### src/rtl/fetch_pkg.sv
`default_nettype none
// +--------------------------------------------------------------------------+
// | Module : fetch_pkg                                                       |
// | Purpose: Shared types and defaults for the instruction-fetch stage.      |
// |          fetch_entry_t is one prefetch slot: {pc, instr}.                |
// | Ports  : none (package)                                                  |
// | Rev    : 1.0  initial release                                            |
// +--------------------------------------------------------------------------+
package fetch_pkg;

   localparam int unsigned FETCH_XLEN       = 32;
   localparam logic [31:0] DEFAULT_RESET_PC = 32'h0000_0000;
   localparam int unsigned DEFAULT_PC_STEP  = 1;

   typedef struct packed {
      logic [FETCH_XLEN-1:0] pc;
      logic [FETCH_XLEN-1:0] instr;
   } fetch_entry_t;

endpackage : fetch_pkg
`default_nettype wire

### src/rtl/fetch_fifo.sv
`default_nettype none
// +--------------------------------------------------------------------------+
// | Module : fetch_fifo                                                      |
// | Purpose: Synchronous prefetch FIFO with push/pop/clear and occupancy.    |
// |          Head is presented combinationally and forced to zero when the   |
// |          FIFO is empty. Clear has priority over push and pop.            |
// | Ports  : i_clk, i_rst_n (async, active-low)                              |
// |          i_push/i_data  : write one entry (ignored when full)            |
// |          i_pop          : remove head (ignored when empty)               |
// |          i_clear        : drop every entry, reset pointers               |
// |          o_data/o_valid : head entry / head present                      |
// |          o_full/o_count : occupancy status                               |
// | Rev    : 1.0  initial release                                            |
// +--------------------------------------------------------------------------+
module fetch_fifo
   import fetch_pkg::*;
#(
   parameter int unsigned DEPTH = 4,
   parameter type         T     = fetch_entry_t,
   parameter int unsigned CNT_W = $clog2(DEPTH + 1)
) (
   input  logic             i_clk,
   input  logic             i_rst_n,
   input  logic             i_push,
   input  T                 i_data,
   input  logic             i_pop,
   input  logic             i_clear,
   output T                 o_data,
   output logic             o_valid,
   output logic             o_full,
   output logic [CNT_W-1:0] o_count
);

   localparam int unsigned      c_PTR_W = (DEPTH > 1) ? $clog2(DEPTH) : 1;
   localparam logic [CNT_W-1:0] c_FULL  = CNT_W'(DEPTH);

   T                   r_mem [DEPTH];
   logic [c_PTR_W-1:0] r_wr_ptr;
   logic [c_PTR_W-1:0] r_rd_ptr;
   logic [CNT_W-1:0]   r_count;

   logic w_full;
   logic w_empty;
   logic w_push;
   logic w_pop;

   assign w_full  = (r_count == c_FULL);
   assign w_empty = (r_count == '0);
   assign w_push  = i_push & ~w_full  & ~i_clear;
   assign w_pop   = i_pop  & ~w_empty & ~i_clear;

   // DEPTH is a power of two, so pointers wrap by natural overflow.
   always_ff @(posedge i_clk or negedge i_rst_n) begin
      if (!i_rst_n) begin
         r_wr_ptr <= '0;
         r_rd_ptr <= '0;
         r_count  <= '0;
      end else if (i_clear) begin
         r_wr_ptr <= '0;
         r_rd_ptr <= '0;
         r_count  <= '0;
      end else begin
         if (w_push) r_wr_ptr <= r_wr_ptr + 1'b1;
         if (w_pop)  r_rd_ptr <= r_rd_ptr + 1'b1;
         case ({w_push, w_pop})
            2'b10:   r_count <= r_count + 1'b1;
            2'b01:   r_count <= r_count - 1'b1;
            default: r_count <= r_count;
         endcase
      end
   end

   // Storage needs no reset: the head is masked by occupancy.
   always_ff @(posedge i_clk) begin
      if (w_push) r_mem[r_wr_ptr] <= i_data;
   end

   assign o_data  = w_empty ? T'('0) : r_mem[r_rd_ptr];
   assign o_valid = ~w_empty;
   assign o_full  = w_full;
   assign o_count = r_count;

endmodule : fetch_fifo
`default_nettype wire

### src/rtl/fetch_unit.sv
`default_nettype none
// +--------------------------------------------------------------------------+
// | Module : fetch_unit                                                      |
// | Purpose: Instruction-fetch stage. Owns the PC, requests instruction      |
// |          memory, queues {pc, instr} pairs and hands them to decode over  |
// |          valid/ready. Redirect from execute flushes and reloads the PC.  |
// | Ports  : CLK, RST (async, active-low)                                    |
// |          inst_mem_*  : request/address out, data/valid in (same cycle)   |
// |          redirect_*  : taken branch/jump target from execute             |
// |          id_*        : head entry to decode, valid/ready handshake       |
// |          fifo_count_o: occupied prefetch entries                         |
// | Rev    : 1.0  initial release                                            |
// +--------------------------------------------------------------------------+
module fetch_unit
   import fetch_pkg::*;
#(
   parameter int unsigned      XLEN       = FETCH_XLEN,
   parameter int unsigned      PC_STEP    = DEFAULT_PC_STEP,
   parameter logic [XLEN-1:0]  RESET_PC   = XLEN'(DEFAULT_RESET_PC),
   parameter int unsigned      FIFO_DEPTH = 4
) (
   input  logic                            CLK,
   input  logic                            RST,
   input  logic [XLEN-1:0]                 inst_mem_data_i,
   input  logic                            inst_mem_valid_i,
   output logic                            inst_mem_req_o,
   output logic [XLEN-1:0]                 inst_mem_address_o,
   input  logic                            redirect_i,
   input  logic [XLEN-1:0]                 redirect_pc_i,
   output logic                            id_valid_o,
   input  logic                            id_ready_i,
   output logic [XLEN-1:0]                 id_instr_o,
   output logic [XLEN-1:0]                 id_pc_o,
   output logic [$clog2(FIFO_DEPTH+1)-1:0] fifo_count_o
);

   localparam int unsigned     c_CNT_W   = $clog2(FIFO_DEPTH + 1);
   localparam logic [XLEN-1:0] c_PC_STEP = XLEN'(PC_STEP);

   typedef struct packed {
      logic [XLEN-1:0] pc;
      logic [XLEN-1:0] instr;
   } entry_t;

   logic [XLEN-1:0]    r_pc;
   logic               w_full;
   logic               w_req;
   logic               w_push;
   logic               w_pop;
   logic               w_head_valid;
   entry_t             w_wr_entry;
   entry_t             w_head;
   logic [c_CNT_W-1:0] w_count;

   // Request depends only on reset, redirect and registered occupancy, so
   // decode's ready never reaches the memory request combinationally.
   assign w_req  = RST & ~redirect_i & ~w_full;
   assign w_push = w_req & inst_mem_valid_i;
   assign w_pop  = w_head_valid & id_ready_i;

   assign w_wr_entry = '{pc: r_pc, instr: inst_mem_data_i};

   always_ff @(posedge CLK or negedge RST) begin
      if (!RST) begin
         r_pc <= RESET_PC;
      end else if (redirect_i) begin
         r_pc <= redirect_pc_i;
      end else if (w_push) begin
         r_pc <= r_pc + c_PC_STEP;
      end
   end

   // Redirect drives the clear, which outranks the same-cycle push and pop.
   fetch_fifo #(
      .DEPTH (FIFO_DEPTH),
      .T     (entry_t),
      .CNT_W (c_CNT_W)
   ) u_fifo (
      .i_clk   (CLK),
      .i_rst_n (RST),
      .i_push  (w_push),
      .i_data  (w_wr_entry),
      .i_pop   (w_pop),
      .i_clear (redirect_i),
      .o_data  (w_head),
      .o_valid (w_head_valid),
      .o_full  (w_full),
      .o_count (w_count)
   );

   assign inst_mem_req_o     = w_req;
   assign inst_mem_address_o = r_pc;
   assign id_valid_o         = w_head_valid;
   assign id_instr_o         = w_head.instr;
   assign id_pc_o            = w_head.pc;
   assign fifo_count_o       = w_count;

endmodule : fetch_unit
`default_nettype wire

### config.mk
export PLATFORM = sky130hd
export DESIGN_NAME = fetch_unit
export DESIGN_NICKNAME = d
export VERILOG_FILES = /design/src/rtl/fetch_pkg.sv /design/src/rtl/fetch_fifo.sv /design/src/rtl/fetch_unit.sv
export SDC_FILE = /design/constraint.sdc
export NUM_CORES = 1
export LEC_CHECK = 0
export CAP_MARGIN = 20
export CORE_MARGIN = 1.5
export CORE_UTILIZATION = 59
export DETAILED_ROUTE_END_ITERATION = 16
export PLACE_DENSITY = 0.92
export SLEW_MARGIN = 20
export SYNTH_ARGS = -nofsm -noshare
export SYNTH_HDL_FRONTEND = slang
export SYNTH_SLANG_ARGS = --single-unit
### constraint.sdc
create_clock -name CLK -period 7.45 [get_ports CLK]
set_clock_uncertainty 0.1 [all_clocks]
set_input_delay 1.49 -clock CLK [delete_from_list [all_inputs] [get_ports CLK]]
set_output_delay 1.49 -clock CLK [all_outputs]
set_load 0.03 [all_outputs]
==> flow_summary.toml, run 1 <==
[timing]
timing_max_transition_violations_final = 0
finalWorstSetupSlack_ns = 2.36
fin_worst_hold_slack_ns = 0.453
worst_slew_margin_relative_to_its_limit_pct = 34.0
clock.fmax_mhz = 197
setup_viol = 0
grt_setup_unrepaired = "false"
total_count_of_hold_check_failures_in_the_final_report = 0
sum_of_negative_setup_slack_ns = 0
layout_worst_path_cycle_share_pct = 68.3
fin_crit_ns = 5.09
tightestPinTransition_ns = 0.990

[yosys]
number_of_warning_messages_in_the_yosys_log = 0
synth_cell_types = 51
synth_xor_area_share_pct = 0.439
synth_fa_ha_area_share_pct = 0.689
dominant_combinational_cell_family_by_area_after_synthesis = "multiplexers"
fraction_of_synthesized_area_in_multiplexers_pct = 12.4
synth-edff-count = 256
synthesis.instances = 666
synth_compound_area_share_pct = 3.74
syn-num-nets = 741
asyncSetResetFlopFracSynth_pct = 13.2
yosysSeqAreaShare_pct = 72.3
postSynthRegisterBits = 295
postSynth.topFlopCell = "sky130_fd_sc_hd__edfxtp_1"
area_fraction_in_and_or_nand_and_nor_cells_after_synthesis_pct = 8.93
synthesis.area_um2 = 12000
postSynthAreaPerCell_um2 = 18.0

[layout]
sequential_cell_area_um2 = 8670
nNetsFinal = 906
multi_input_comb_area_um2 = 3150
fillerInstances = 1098
final_layout_size_suffix_gt1_share_pct = 14.3
antenna_cells_inserted = 0
syn2layout_area_growth_pct = 23.8

[critical_path]
r2r_cells = 7
worstPathArrival_ns = 3.50
critPathRequiredTime_ns = 5.86
crit_path_start_kind = "register"
timing.critical_path.buf_inv = 2
crit-reg2reg-capture = "u_fifo.o_count[2]$_DFFE_PN0P_"
path_cells = "buf_4, mux4_2, and2_1, clkdlybuf4s50_1"
critical_path_cell_count = 4
crit_start = "u_fifo.r_rd_ptr[0]$_DFFE_PN0P_"
path_delay_family = "buffers and inverters"
worstReg2RegStart = "u_fifo.o_count[0]$_DFFE_PN0P_"
slowest_delay_ns = 0.96
path_max_fanout = 39
timing.critical_path.to_type = "output port"
reg2reg_slack_ns = 4.56
critical_path.endpoint = "id_pc_o[17]"
critical_path.slowest_cell = "sky130_fd_sc_hd__dfrtp_4"
criticalPathCategory = "register to output port"

[power_and_ir_drop]
leakage_nw = 4.88
comb_power_share_pct = 29.0
pwr-share-seq_pct = 41.5
clock_power_share_pct = 29.5
p_sw_w = 0.00146
power.ir.vdd_worst_mv = 0.175
power.share.switching_pct = 30.3
cellInternalPower_w = 0.00336
pwr_density_cell_nw_per_um2 = 325

[drt]
drt-initial-drc-count = 557
post_drt_wl_per_cell_um = 22.2
antenna_violating_nets_post_route = 0
detail_route.drc_violations = 0
drtPass1Iterations = 6
wirelength_mm = 24.9
num_vias = 6753
avgViaCountPerCell = 6.04

[clock_network]
tritoncts_clock_tree = "built"
inserted_clock_buffers = 28
root_buffer = "sky130_fd_sc_hd__clkbuf_16"
cts.sinks = 295
ctsHoldBuffers = 0
htree_levels = 1
postCtsSetupBuffers = 0
clock_latency_at_the_later_pin_of_the_worst_skew_pair_ns = 0.53
cts_buffer_depth = 3
postCtsResizedCells = 0
clkSlewWorstSetupHoldPaths_ns = 0.06

[global_routing]
maximum_number_of_pins_on_one_net_before_global_route_repair = 68
grt_pass1_wl_mm = 38.1
grt_use_total_pct = 23.4
grt_remaining_overflow = 0
antenna_found_initial = 0
first_global_vias = 6567

[run]
cap_viol_max_count = 0

[floorplanning]
start_util_pct = 60.8
core_area_um2 = 19700
fp-row-count = 51
die_area_um2 = 21200
die_width_um = 145
ioPinCount = 170
die-height_um = 145

[placed_design]
place_worst_setup_slack_ns = 2.67
gp_routability_congestion = 0.823
hpwl_mm = 14.4
port_buffers = 169

[outcome]
outcome = "complete, no violations"

[hold_path]
timing.hold.worst.class = "register to register"
metal layers:
metal | GRT usage, % | vias up | share of wire [%]
met4 | 5.10 | 0 | 1.5
met2 | 38.0 | 318 | 50
met3 | 3.73 | 28 | 7.5
met5 | 0 | - | 0
met1 | 34.2 | 3431 | 41
li1 | - | 2976 | -
sequential cells by signal (all words and copies together), names as in the netlist:
register            count
inst_mem_address_o     32
u_fifo.o_count          3
u_fifo.r_mem          256
u_fifo.r_rd_ptr         2
u_fifo.r_wr_ptr         2
logic make-up after synthesis:
kind of cell / Yosys count
flip-flops: 295
AND/OR/NAND/NOR: 187
adder cells (fa/ha/maj): 6
XOR/XNOR: 6
multiplexers: 68
buffers and inverters: 42
AO/OA/AOI/OAI: 62
power by group through the flow:
stage / clock network (W) / registers, W / logic [W]
2_1_floorplan: 0 / 0.00199 / 0.000876
3_3_place_gp: 0 / 0.00203 / 0.00139
3_5_place_dp: 0 / 0.00204 / 0.00141
4_1_cts: 0.00144 / 0.00200 / 0.00142
5_1_grt: 0.00151 / 0.00202 / 0.00147
6_report: 0.00142 / 0.00200 / 0.00140
per-stage QoR:
step	util [%]	cells	area [um2]	power, W
final	75.2	1118	14800	0.00483
after global routing	75.2	1118	14800	0.00500
after CTS	75.2	1118	14800	0.00486
after detailed placement	70.4	1066	13900	0.00344
after global placement	70.4	1066	13900	0.00342
after floorplan	-	666	12000	0.00287
cells in the final DEF (no fill, tap or decap), drive strengths merged, types with 2 or more instances in the layout:
cell type,synthesis,final
xor2,4,4
nor2,16,16
inv,5,5
nand2,38,38
nand3b,4,4
nor2b,3,3
clkbuf,18,47
mux4,64,64
dfrtp,39,39
o311ai,8,8
nand4,6,6
or4,3,3
edfxtp,256,256
buf,19,4
clkinv,0,3
or3,3,3
o211ai,15,15
nor4,3,3
a32oi,2,2
clkdlybuf4s50,0,168
mux2i,4,4
a21oi,5,5
and3,5,5
nor3,2,2
a31oi,3,3
ha,5,5
nor3b,2,2
xnor2,2,2
a221o,5,5
and4,4,4
a21o,2,2
o21ai,13,13
a22oi,2,2
nand3,23,23
and2,71,71
a31o,3,3
cells in the mapped netlist, types with 5 or more instances:
library cell               number  area (um2)
sky130_fd_sc_hd__nand2_1       37         139
sky130_fd_sc_hd__o21ai_1        8        40.0
sky130_fd_sc_hd__buf_2          8        40.0
sky130_fd_sc_hd__nand3_1       23         115
sky130_fd_sc_hd__clkbuf_1      18        67.6
sky130_fd_sc_hd__nor2_1        15        56.3
sky130_fd_sc_hd__nand4_1        6        37.5
sky130_fd_sc_hd__dfrtp_1       39         976
sky130_fd_sc_hd__a21oi_1        5        25.0
sky130_fd_sc_hd__a221o_1        5        50.1
sky130_fd_sc_hd__and3_1         5        31.3
sky130_fd_sc_hd__ha_1           5        62.6
sky130_fd_sc_hd__o311ai_1       8        70.1
sky130_fd_sc_hd__edfxtp_1     256        7690
sky130_fd_sc_hd__o211ai_1      15         113
sky130_fd_sc_hd__mux4_2        64        1440
sky130_fd_sc_hd__inv_1          5        18.8
sky130_fd_sc_hd__buf_1          8        30.0
sky130_fd_sc_hd__and2_1        71         444
sky130_fd_sc_hd__o21ai_0        5        25.0
area by class of cell:
| type | instances | share of cell area [%] |
|---|---|---|
| multi-input cells | 329 | 21.2 |
| flip-flops and latches | 295 | 58.5 |
| well taps | 265 | 2.24 |
| repair buffers | 172 | 11.5 |
| clock buffers | 47 | 6.03 |
| clock inverters | 5 | 0.354 |
| inverters | 5 | 0.127 |
how the worst min path moves through the flow:
| stage | start | end | slack [ns] | depth (start not counted) |
|---|---|---|---|---|
| 2_1_floorplan | u_fifo.r_wr_ptr[0]$_DFFE_PN0P_ | u_fifo.r_wr_ptr[0]$_DFFE_PN0P_ | 0.40 | 1 |
| 3_3_place_gp | u_fifo.r_wr_ptr[0]$_DFFE_PN0P_ | u_fifo.r_wr_ptr[0]$_DFFE_PN0P_ | 0.42 | 1 |
| 3_5_place_dp | u_fifo.r_wr_ptr[0]$_DFFE_PN0P_ | u_fifo.r_wr_ptr[0]$_DFFE_PN0P_ | 0.43 | 1 |
| 4_1_cts | u_fifo.r_wr_ptr[0]$_DFFE_PN0P_ | u_fifo.r_wr_ptr[0]$_DFFE_PN0P_ | 0.45 | 1 |
| 5_1_grt | u_fifo.r_wr_ptr[0]$_DFFE_PN0P_ | u_fifo.r_wr_ptr[0]$_DFFE_PN0P_ | 0.45 | 1 |
| 6_report | u_fifo.r_wr_ptr[0]$_DFFE_PN0P_ | u_fifo.r_wr_ptr[0]$_DFFE_PN0P_ | 0.45 | 1 |
(Power assumes the default switching activity.)
==> run 2: changes to the inputs <==
--- a/config.mk
+++ b/config.mk
@@ -7,9 +7,9 @@
 export LEC_CHECK = 0
 export CAP_MARGIN = 20
 export CORE_MARGIN = 1.5
-export CORE_UTILIZATION = 59
+export CORE_UTILIZATION = 49
 export DETAILED_ROUTE_END_ITERATION = 16
-export PLACE_DENSITY = 0.92
+export PLACE_DENSITY = 0.83
 export SLEW_MARGIN = 20
 export SYNTH_ARGS = -nofsm -noshare
 export SYNTH_HDL_FRONTEND = slang
==> constraint.sdc (replaced) <==
create_clock -name CLK -period 4.51 [get_ports CLK]
set_clock_uncertainty 0.1 [all_clocks]
set_input_delay 0.902 -clock CLK [delete_from_list [all_inputs] [get_ports CLK]]
set_output_delay 0.902 -clock CLK [all_outputs]
set_load 0.03 [all_outputs]
==> run 2 against run 1 <==
Compared with the run above:
- sequential share of layout area fell by 1.0 points
- core utilization fell by 13 points
- wire length rose by 1.3%
- combinational power rose by 71%
- clock power rose by 74%
- critical path depth did not move
- count of clock-buffer cells in the layout fell by 15
- highest routed layer unchanged
==> flow_summary.toml, run 2 (same netlist as run 1, synthesis figures left out) <==
[outcome]
outcome = "complete, no violations"

[global_routing]
maximum_number_of_pins_on_one_net_before_global_route_repair = 68
antenna_found_initial = 1
first_global_vias = 6901
grt_remaining_overflow = 0
grt_use_total_pct = 20.4
grt_pass1_wl_mm = 39.9

[power_and_ir_drop]
power.share.switching_pct = 30.8
leakage_nw = 4.97
pwr_density_cell_nw_per_um2 = 538
p_sw_w = 0.00250
comb_power_share_pct = 29.5
power.ir.vdd_worst_mv = 0.286
cellInternalPower_w = 0.00562
clock_power_share_pct = 30.4
pwr-share-seq_pct = 40.1

[layout]
largest_register_ffs = 256
final_layout_size_suffix_gt1_share_pct = 16.1
sequential_cell_area_um2 = 8670
syn2layout_area_growth_pct = 26.0
nNetsFinal = 919
finish.cell_count_without_fillers = 1191
fillerInstances = 1651
layout_common_cells = "sky130_fd_sc_hd__edfxtp_1 (256), sky130_fd_sc_hd__clkdlybuf4s50_1 (168), sky130_fd_sc_hd__and2_1 (67)"
layout.core_utilization_pct = 62.4
multi_input_comb_area_um2 = 3150
antenna_cells_inserted = 0
largest-register = "u_fifo.r_mem"
mostFrequentLayoutCell = "sky130_fd_sc_hd__edfxtp_1"

[timing]
clock.fmax_mhz = 250
total_count_of_hold_check_failures_in_the_final_report = 0
timing_max_transition_violations_final = 0
worst_slew_margin_relative_to_its_limit_pct = 36.1
setup_viol = 0
tightestPinTransition_ns = 0.955
grt_setup_unrepaired = "false"
fin_worst_hold_slack_ns = 0.343
sum_of_negative_setup_slack_ns = 0
layout_worst_path_cycle_share_pct = 88.8
fin_crit_ns = 4.00

[run]
cap_viol_max_count = 0

[hold_path]
timing.hold.worst.class = "primary input to async pin"

[drt]
antenna_violating_nets_post_route = 0
num_vias = 6702
avgViaCountPerCell = 5.63
m1WireLength_mm = 10.9
post_drt_wl_per_cell_um = 21.1
wirelength_mm = 25.2
met3WireLength_mm = 1.50
met2_wirelength_mm = 12.2
detail_route.drc_violations = 0
highest_layer = "met4"
drt-initial-drc-count = 495
drtPass1Iterations = 4

[critical_path]
crit_path_start_kind = "register"
criticalPathCategory = "register to output port"
timing.critical_path.to_type = "output port"
worstPathArrival_ns = 3.00
critPathRequiredTime_ns = 3.51
path_max_fanout = 20

[floorplanning]
core_area_um2 = 24200
die_area_um2 = 25400
ioPinCount = 170
fp-row-count = 57
die_width_um = 159
die-height_um = 159
start_util_pct = 49.6

[clock_network]
cts.sinks = 295
tritoncts_clock_tree = "built"
postCtsSetupBuffers = 0
inserted_clock_buffers = 30
ctsHoldBuffers = 0
clkSlewWorstSetupHoldPaths_ns = 0.07
root_buffer = "sky130_fd_sc_hd__clkbuf_16"
postCtsResizedCells = 0
clock_latency_at_the_later_pin_of_the_worst_skew_pair_ns = 0.55
htree_levels = 1
cts_buffer_depth = 3

[placed_design]
port_buffers = 169
gp_routability_congestion = 0.817
hpwl_mm = 15.8
dp_cells = 1136
[run 2: final timing paths]
check                           slack (ns)  depth (start not counted)                            endpoint                           start
max in group asynchronous             3.56                          2      u_fifo.r_rd_ptr[0]$_DFFE_PN0P_                             RST
worst max-delay path                  0.51                          4                         id_pc_o[14]  u_fifo.r_rd_ptr[0]$_DFFE_PN0P_
worst max register to register        1.72                          7       u_fifo.o_count[2]$_DFFE_PN0P_   u_fifo.o_count[0]$_DFFE_PN0P_
min in group CLK                      0.45                          1      u_fifo.r_wr_ptr[0]$_DFFE_PN0P_  u_fifo.r_wr_ptr[0]$_DFFE_PN0P_
worst min register to register        0.45                          1      u_fifo.r_wr_ptr[0]$_DFFE_PN0P_  u_fifo.r_wr_ptr[0]$_DFFE_PN0P_
worst min-delay path                  0.34                          2  inst_mem_address_o[14]$_DFFE_PN0P_                             RST
[run 2: power groups by stage]
| stage | logic (W) | registers [W] | clock network (W) |
|---|---|---|---|
| after floorplan | 0.00145 | 0.00329 | 0 |
| after global placement | 0.00241 | 0.00331 | 0 |
| after detailed placement | 0.00242 | 0.00332 | 0 |
| after CTS | 0.00243 | 0.00326 | 0.00251 |
| after global routing | 0.00255 | 0.00328 | 0.00263 |
| final | 0.00240 | 0.00326 | 0.00247 |
[run 2: area by class of cell]
type                       count  area share [%]
clock inverter                23            1.50
timing repair buffer         183            12.2
sequential                   295            57.5
inverter                       5           0.124
multi-input combinational    329            20.9
clock buffer                  32            5.16
tap                          324            2.69
[run 2: metrics by stage]
step | instance area (um2) | setup slack [ns] | total power (W)
global route | 15100 | 0.330 | 0.00845
finish | 15100 | 0.505 | 0.00812
detailed placement | 14100 | 0.894 | 0.00574
global placement | 14100 | 0.971 | 0.00571
floorplan | 12000 | 0.577 | 0.00474
CTS | 15100 | 0.419 | 0.00820
[run 2: worst max-delay path: stages, from the launching register on]
cell	delay, ns
sky130_fd_sc_hd__dfrtp_4	0.68
sky130_fd_sc_hd__buf_4	0.40
sky130_fd_sc_hd__mux4_2	0.61
sky130_fd_sc_hd__and2_1	0.19
sky130_fd_sc_hd__clkdlybuf4s50_1	0.58
[run 2: routing by layer]
layer | vias to the layer above | GRT usage, %
met2 | 265 | 32.8
met4 | 0 | 5.62
met3 | 35 | 3.20
li1 | 3017 | -
met1 | 3385 | 29.3
met5 | - | 0
==> run 3: changes to the inputs <==
--- a/config.mk
+++ b/config.mk
@@ -5,11 +5,12 @@
 export SDC_FILE = /design/constraint.sdc
 export NUM_CORES = 1
 export LEC_CHECK = 0
+export ABC_AREA = 1
 export CAP_MARGIN = 20
 export CORE_MARGIN = 1.5
-export CORE_UTILIZATION = 49
+export CORE_UTILIZATION = 45
 export DETAILED_ROUTE_END_ITERATION = 16
-export PLACE_DENSITY = 0.83
+export PLACE_DENSITY = 0.77
 export SLEW_MARGIN = 20
 export SYNTH_ARGS = -nofsm -noshare
 export SYNTH_HDL_FRONTEND = slang
==> constraint.sdc (replaced) <==
create_clock -name CLK -period 3.2 [get_ports CLK]
set_clock_uncertainty 0.1 [all_clocks]
set_input_delay 0.64 -clock CLK [delete_from_list [all_inputs] [get_ports CLK]]
set_output_delay 0.64 -clock CLK [all_outputs]
set_load 0.03 [all_outputs]
==> run 3 against run 2 <==
Compared with the run above:
- setup slack got worse by 0.35 ns
- sequential share of layout area fell by 3.3 points
- final area rose by 6.0%
- register-to-register slack got worse by 0.71 ns
- flip-flop and latch count did not move
==> flow_summary.toml, run 3 <==
[outcome]
outcome = "complete, no violations"

[layout]
layout_common_cells = "sky130_fd_sc_hd__nor2_1 (298), sky130_fd_sc_hd__edfxtp_1 (256), sky130_fd_sc_hd__nand2_1 (195)"
nNetsFinal = 1465
largest_register_ffs = 256
largest-register = "u_fifo.r_mem"
syn2layout_area_growth_pct = 24.9
layout.core_utilization_pct = 57.3
mostFrequentLayoutCell = "sky130_fd_sc_hd__nor2_1"
final_layout_size_suffix_gt1_share_pct = 10.3
antenna_cells_inserted = 0

[clock_network]
cts.sinks = 295
root_buffer = "sky130_fd_sc_hd__clkbuf_16"
tritoncts_clock_tree = "built"
ctsHoldBuffers = 0
inserted_clock_buffers = 30
cts_buffer_depth = 3
htree_levels = 1
postCtsSetupBuffers = 0
clkSlewWorstSetupHoldPaths_ns = 0.06
clock_latency_at_the_later_pin_of_the_worst_skew_pair_ns = 0.55

[yosys]
synth_cell_types = 36
post-synth-top-area-fraction_pct = 60.0
postSynth.topFlopCell = "sky130_fd_sc_hd__edfxtp_1"
postSynthAreaPerCell_um2 = 10.5
ys_top_cells_by_count = "sky130_fd_sc_hd__nor2_1 (302), sky130_fd_sc_hd__edfxtp_1 (256), sky130_fd_sc_hd__nand2_1 (195)"
synth-edff-count = 256
yosys.area.top_type = "sky130_fd_sc_hd__edfxtp_1"
netlist_top_cells_area = "sky130_fd_sc_hd__edfxtp_1 (60%), sky130_fd_sc_hd__nor2_1 (8.9%), sky130_fd_sc_hd__dfrtp_1 (7.6%)"
leading_cell_type_by_number_of_instances_after_synthesis = "sky130_fd_sc_hd__nor2_1"
syn-num-nets = 1293
yosysSeqAreaShare_pct = 67.6
synthesis.area_um2 = 12800
number_of_warning_messages_in_the_yosys_log = 0
asyncSetResetFlopFracSynth_pct = 13.2
synthesis.instances = 1218
postSynthRegisterBits = 295

[critical_path]
timing.critical_path.to_type = "output port"
criticalPathCategory = "register to output port"
crit_path_start_kind = "register"
r2r_cells = 13
worstPathArrival_ns = 2.30
worstReg2RegStart = "u_fifo.o_count[0]$_DFFE_PN0P_"
path_max_fanout = 49
crit-reg2reg-capture = "u_fifo.o_count[2]$_DFFE_PN0P_"
critPathRequiredTime_ns = 2.46
critical_path.endpoint = "id_pc_o[11]"
reg2reg_slack_ns = 1.01
crit_start = "u_fifo.r_rd_ptr[0]$_DFFE_PN0P_"

[global_routing]
groute.layer.met1.usage_pct = 29.3
grt_use_total_pct = 21.7
grt.busiest_layer = "met2"
gr-usage-met2_pct = 36.4
first_global_vias = 9136
maximum_number_of_pins_on_one_net_before_global_route_repair = 65
antenna_found_initial = 0
grt_pass1_wl_mm = 49.2
grt_remaining_overflow = 0
met3_track_demand_over_resource_pct = 3.34

[floorplanning]
die_area_um2 = 29500
core_area_um2 = 27900
start_util_pct = 45.9
fp-row-count = 61
die-height_um = 172
ioPinCount = 170
die_width_um = 172

[timing]
sum_of_negative_setup_slack_ns = 0
setup_viol = 0
fin_worst_hold_slack_ns = 0.137
layout_worst_path_cycle_share_pct = 95.0
tightestPinTransition_ns = 0.554
grt_setup_unrepaired = "false"
worst_slew_margin_relative_to_its_limit_pct = 63.0
total_count_of_hold_check_failures_in_the_final_report = 0
timing_max_transition_violations_final = 0
clock.fmax_mhz = 329
fin_crit_ns = 3.04

[run]
cap_viol_max_count = 0

[power_and_ir_drop]
leakage_nw = 6.20
pwr_density_cell_nw_per_um2 = 634
power.ir.vdd_worst_mv = 0.391
totalPowerFinal_w = 0.0101

[hold_path]
timing.hold.worst.class = "primary input to async pin"

[drt]
avgViaCountPerCell = 5.23
drtPass1Iterations = 5
wirelength_mm = 31.5
drt-initial-drc-count = 844
num_vias = 9376
antenna_violating_nets_post_route = 0
detail_route.drc_violations = 0
post_drt_wl_per_cell_um = 17.6

[placed_design]
gp_routability_congestion = 0.913
port_buffers = 169
hpwl_mm = 19.6
[run 3: cell count changes in the layout (fill, tap and decap cells not counted), sizes merged, moves of 11 or more]
cell / before / now
dlygate4sd2: 0 / 19
a21oi: 5 / 68
nor2: 16 / 316
dlymetal6s2s: 0 / 16
o211ai: 15 / 4
o21ai: 13 / 145
mux4: 64 / 0
and2: 71 / 0
nand3: 23 / 40
nand2: 38 / 203
buf: 15 / 61
clkdlybuf4s50: 168 / 103
inv: 9 / 62
[run 3: cells by family (layout without fill, tap and decap cells)]
| family | after synthesis | in the layout | synth area share, % |
|---|---|---|---|
| compound gates | 222 | 222 | 8.98 |
| xor+xnor | 10 | 10 | 0.684 |
| fa+ha+maj | 6 | 6 | 0.645 |
| buf+inv | 121 | 317 | 4.03 |
| flops | 295 | 295 | 67.6 |
| simple gates | 564 | 564 | 18.0 |
[run 3: layout make-up]
cell class / count / area [um2]
Clock buffer: 40 / 820
Tap cell: 378 / 473
Clock inverter: 16 / 166
Sequential cell: 295 / 8670
Fill cell: 2287 / 11900
Timing Repair Buffer: 199 / 1970
Multi-Input combinational cell: 802 / 3660
Inverter: 62 / 243
[run 3: power by group]
group | total (W) | internal [W] | switching [W]
clock network | 0.00345 | 0.00204 | 0.00141
logic | 0.00220 | 0.000750 | 0.00145
registers | 0.00449 | 0.00432 | 0.000166
total | 0.0101 | 0.00711 | 0.00302
[run 3: worst max-delay path: stages, from the launching register on]
cell,delay [ns]
sky130_fd_sc_hd__dfrtp_4,0.47
sky130_fd_sc_hd__buf_12,0.26
sky130_fd_sc_hd__buf_4,0.29
sky130_fd_sc_hd__nor2_1,0.07
sky130_fd_sc_hd__nor2_1,0.10
sky130_fd_sc_hd__o21ai_0,0.11
sky130_fd_sc_hd__a21oi_1,0.24
sky130_fd_sc_hd__buf_4,0.21
[run 3: worst min path at each step]
stage,slack (ns),to,start,cells after the start
6_report,0.14,u_fifo.o_count[2]$_DFFE_PN0P_,RST,2
5_1_grt,0.17,u_fifo.o_count[1]$_DFFE_PN0P_,RST,2
4_1_cts,0.14,inst_mem_address_o[17]$_DFFE_PN0P_,RST,2
3_5_place_dp,0.44,u_fifo.r_mem[1][55]$_DFFE_PP_,inst_mem_address_o[23]$_DFFE_PN0P_,0
3_3_place_gp,0.45,u_fifo.r_mem[1][55]$_DFFE_PP_,inst_mem_address_o[23]$_DFFE_PN0P_,0
2_1_floorplan,0.24,inst_mem_address_o[0]$_DFFE_PN0P_,RST,0
[run 3: metrics by stage]
stage                     setup slack (ns)  cells  instance area [um2]
after floorplan                     -0.135   1218                12800
after global placement               0.426   1736                15000
after detailed placement             0.422   1736                15000
after CTS                         0.000787   1792                16000
after global routing                0.0442   1792                16000
final                                0.160   1792                16000
[run 3: timing repair]
item / in CTS / in global routing
gates resized for setup: 20 / 17
hold endpoints to repair: 0 / 0
setup endpoints to repair: 38 / 18
[run 3: per-layer routing]
layer | share of wire, % | vias up
met5 | 0 | -
met4 | 2.3 | 0
met3 | 6.8 | 53
met2 | 48 | 353
met1 | 43 | 4492
li1 | - | 4478
==> patch 1 (settings of run 2) <==
The package constant `FETCH_XLEN` goes from 32 to 24.
--- a/src/rtl/fetch_pkg.sv
+++ b/src/rtl/fetch_pkg.sv
@@ -9,5 +9,5 @@
 package fetch_pkg;
 
-   localparam int unsigned FETCH_XLEN       = 32;
+   localparam int unsigned FETCH_XLEN       = 24;
    localparam logic [31:0] DEFAULT_RESET_PC = 32'h0000_0000;
    localparam int unsigned DEFAULT_PC_STEP  = 1;
Interface: changed (5 resized); port bits go from 170 to 130. No check against the original RTL was run, so the function may have changed too.
==> patch 1 against run 2 <==
Sequential cell count fell by 72; utilization up 1.0 points; setup slack better by 30 ps; synthesized area fell by 23%; maximum frequency increased by 0.76%; routed wire length fell by 19%; design area fell by 23%; first-iteration DRC count rose by 16%; total power decreased by 32%; highest routed layer unchanged.
==> patch 1: results <==
group,metric,value,unit
global_routing,grt_max_degree,41,
cells_and_area,stdcell_count,909,
global_routing,grt_pass1_vias,5582,
synthesis,ys_types,58,
global_routing,grt_pass1_wl,31500,um
status,status,"complete, no violations",
routing,firstDrtPassIters,5,
critical_path,rr_endpoint,"inst_mem_address_o[4]",
power_and_ir_drop,ir_drop,292,uV
critical_path,r2r.worst_path.cells,4,
clock_tree,numCtsBuffers,23,
cells_and_area,n_all_inverters,9,
synthesis,synth_edf_count,192,
cells_and_area,nFlopsAndLatches,223,
synthesis,synth.area.top_cells,"edfxtp_1 63%, mux4_2 12%, dfrtp_1 8.4%, and2_1 3.4%, o311ai_0 1.4%",
global_routing,met1_usage,29.2,%
critical_path,cp_data_arrival_time,2970,ps
global_routing,grt_usage,20.9,%
global_routing,grtUsageMet3,3.76,%
cells_and_area,nNonClkBuffers,142,
routing,wl_per_cell,22.4,um
routing,dr.first_iter.drc_count,576,
synthesis,synth_commonest_cells,"192 x edfxtp_1, 50 x and2_1, 48 x mux4_2, 31 x dfrtp_1, 29 x nand2_1",
cells_and_area,seq_area_share,56.7,%
cells_and_area,fin_nets,722,
placed_design,portBuffers,129,
placed_design,globalplace.congestion,0.850,
cells_and_area,clock_area_share,6.29,%
global_routing,grt_use_met2,34.0,%
critical_path,crit_fanout,31,
cells_and_area,buf_share,12.3,%
power_and_ir_drop,switching_share,28.2,%
critical_path,rrSetupSlack,2100,ps
global_routing,antenna_found_initial,0,
routing,drt-vias-per-instance,6.12,
cells_and_area,drive_gt1_share,17.1,%
synthesis,yosysSeqAreaShare,71.0,%
cells_and_area,multi_input_gates,264,
sta,worstMarginPinSlew,845,ps
==> patch 1: worst max path at each step <==
| stage | from | to | depth (start not counted) |
|---|---|---|---|
| finish | u_fifo.r_rd_ptr[0] | id_pc_o[13] | 4 |
| global route | u_fifo.r_rd_ptr[0] | id_pc_o[13] | 4 |
| CTS | u_fifo.r_rd_ptr[0] | id_pc_o[13] | 4 |
| detailed placement | RST | u_fifo.o_count[2] | 9 |
| global placement | u_fifo.r_rd_ptr[0] | id_pc_o[16] | 4 |
| floorplan | redirect_i | u_fifo.r_mem[0][0] | 3 |
==> patch 1: per-stage QoR <==
step	setup WS, ps	utilization [%]
2_1_floorplan	1510	-
3_3_place_gp	1030	59.5
3_5_place_dp	898	59.5
4_1_cts	441	63.4
5_1_grt	388	63.4
6_report	535	63.4
==> patch 1: cell families after synthesis <==
family	count (synthesis)	synth area share, %
and+or+nand+nor	148	9.73
xor gates and xnor gates	3	0.285
DFF	223	71.0
adders and majority gates	6	0.896
buffers and inverters	35	1.60
muxes	50	12.0
AOI/OAI and AO/OA	57	4.55
==> patch 1: power by group through the flow <==
stage,Sequential [W],Clock [W],Combinational [W]
2_1_floorplan,0.00248,0,0.000766
3_3_place_gp,0.00250,0,0.00126
3_5_place_dp,0.00251,0,0.00128
4_1_cts,0.00247,0.00184,0.00128
5_1_grt,0.00248,0.00191,0.00134
6_report,0.00247,0.00181,0.00127
==> patch 1: worst max-delay path, cell delays in order (launching register included) <==
cell and delay, ps:
dfrtp_4 840, buf_12 290, mux4_2 530, and2_1 190, clkdlybuf4s50_1 600
==> patch 1: metal layers <==
metal | up-vias | wire (um)
li1 | 2389 | -
met1 | 2829 | 8320
met2 | 305 | 9970
met3 | 38 | 1630
met4 | 0 | 412
met5 | - | 0
==> patch 2 (config.mk and constraints of run 2) <==
Without the edit above. Register the output `fifo_count_o`, without a reset; this adds one clock of latency there. The other outputs are not delayed to match.
--- a/src/rtl/fetch_unit.sv
+++ b/src/rtl/fetch_unit.sv
@@ -94,5 +94,7 @@
    assign id_instr_o         = w_head.instr;
    assign id_pc_o            = w_head.pc;
-   assign fifo_count_o       = w_count;
+   always_ff @(posedge CLK) begin
+      fifo_count_o <= w_count;
+   end
 
 endmodule : fetch_unit
Check against the original RTL: not equivalent (Yosys sat finds a counterexample within 4 cycles, from zero or initial values and one cycle with RST low).
==> patch 2 against run 2 <==
Combinational power up 5%; setup slack worse by 3.4 ps; sequential cell count up 3; via count up 4.5%; synthesized area up 1.4%; routed wire length up 4.2%; total power up 0.39%; design area up 0.62%.
==> patch 2: results <==
group,metric,value,unit
status,status,"complete, no violations",
routing,wl_met3,2180,um
clock_tree,numCtsBuffers,29,
synthesis,synthesis.nets,763,
routing,top_layer_used,"met4",
global_routing,grt_use_met2,33.8,%
power_and_ir_drop,p_sw,0.00250,W
power_and_ir_drop,pg_clk,0.00227,W
synthesis,yosysSeqAreaShare,71.8,%
critical_path,crit_path_max_incr_delay,870,ps
synthesis,synth_cells,688,
placed_design,placed_cells,1158,
placed_design,pre_cts_ws,983,ps
cells_and_area,fin_nets,940,
routing,dr.first_iter.drc_count,547,
critical_path,cp.required,3510,ps
critical_path,rrSetupSlack,1820,ps
placed_design,dpl.hpwl,16400,um
global_routing,antenna_found_initial,1,
synthesis,ys_types,53,
critical_path,crit_fanout,31,
global_routing,grt_pass1_vias,7112,
cells_and_area,drive_gt1_share,15.4,%
cells_and_area,n_fill_cell,1714,
synthesis,synth_commonest_cells,"256 x edfxtp_1, 72 x and2_1, 64 x mux4_2, 43 x nand2_1, 39 x dfrtp_1",
power_and_ir_drop,p_leak,4.94,nW
clock_tree,worstSkewPairLatency,530,ps
global_routing,met1_usage,29.3,%
critical_path,crit_family,"flip-flops",
power_and_ir_drop,ir_drop,263,uV
routing,firstDrtPassIters,5,
routing,route.met2.wl,12900,um
critical_path,r2r-start,"u_fifo.o_count[0]",
global_routing,grtUsageMet3,3.43,%
global_routing,grt_pass1_wl,40900,um
placed_design,globalplace.congestion,0.798,
synthesis,async_flop_share,13.1,%
power_and_ir_drop,power_frac_comb,30.8,%
routing,wl_per_cell,21.7,um
hold_path,hold_path_class,"in2async",
routing,drt-vias-per-instance,5.80,
synthesis,synth.area.top_cells,"edfxtp_1 63%, mux4_2 12%, dfrtp_1 8.0%, and2_1 3.7%, nand2_1 1.3%",
sta,worstMarginPinSlew,797,ps
global_routing,grt_usage,20.7,%
routing,vias,7005,
[patch 2: cell count changes after synthesis, moves of 6 or more]
| cell | run 2 | this run |
|---|---|---|
| o21ai_0 | 5 | 18 |
| buf_2 | 8 | 15 |
| o21ai_1 | 8 | 1 |
| o311ai_0 | 0 | 7 |
| nand2_1 | 37 | 43 |
| buf_1 | 8 | 1 |
[patch 2: worst max path at each step]
stage / endpoint / slack (ps) / depth (start not counted)
finish: id_instr_o[16] / 500 / 4
global placement: id_pc_o[24] / 1000 / 4
detailed placement: id_pc_o[24] / 980 / 4
CTS: id_pc_o[24] / 410 / 4
global route: id_pc_o[24] / 330 / 4
floorplan: u_fifo.r_mem[0][0] / 560 / 5
[patch 2: cell type report]
class / instances / share of cell area (%)
Inverter: 6 / 0.148
Sequential cell: 298 / 57.5
Timing Repair Buffer: 182 / 12.3
Clock inverter: 8 / 0.593
Multi-Input combinational cell: 348 / 21.5
Antenna cell: 1 / 0.0165
Tap cell: 324 / 2.67
Clock buffer: 41 / 5.27
[patch 2: logic make-up after synthesis]
logic type      count (synthesis)  share of synthesized area (%)
flops                         298                           71.8
fa+ha+maj                       6                          0.680
compound gates                 64                           3.66
mux                            66                           12.0
simple gates                  207                           10.0
buf+inv                        42                           1.45
xor+xnor                        5                          0.361
[patch 2: through the flow]
stage / utilization, % / total power, W / area (um2) / hold WS [ps]
CTS: 62.4 / 0.00824 / 15200 / 173
finish: 62.4 / 0.00815 / 15200 / 182
detailed placement: 58.8 / 0.00597 / 14300 / 340
global placement: 58.8 / 0.00593 / 14300 / 322
floorplan: - / 0.00493 / 12100 / 293
global route: 62.4 / 0.00848 / 15200 / 180
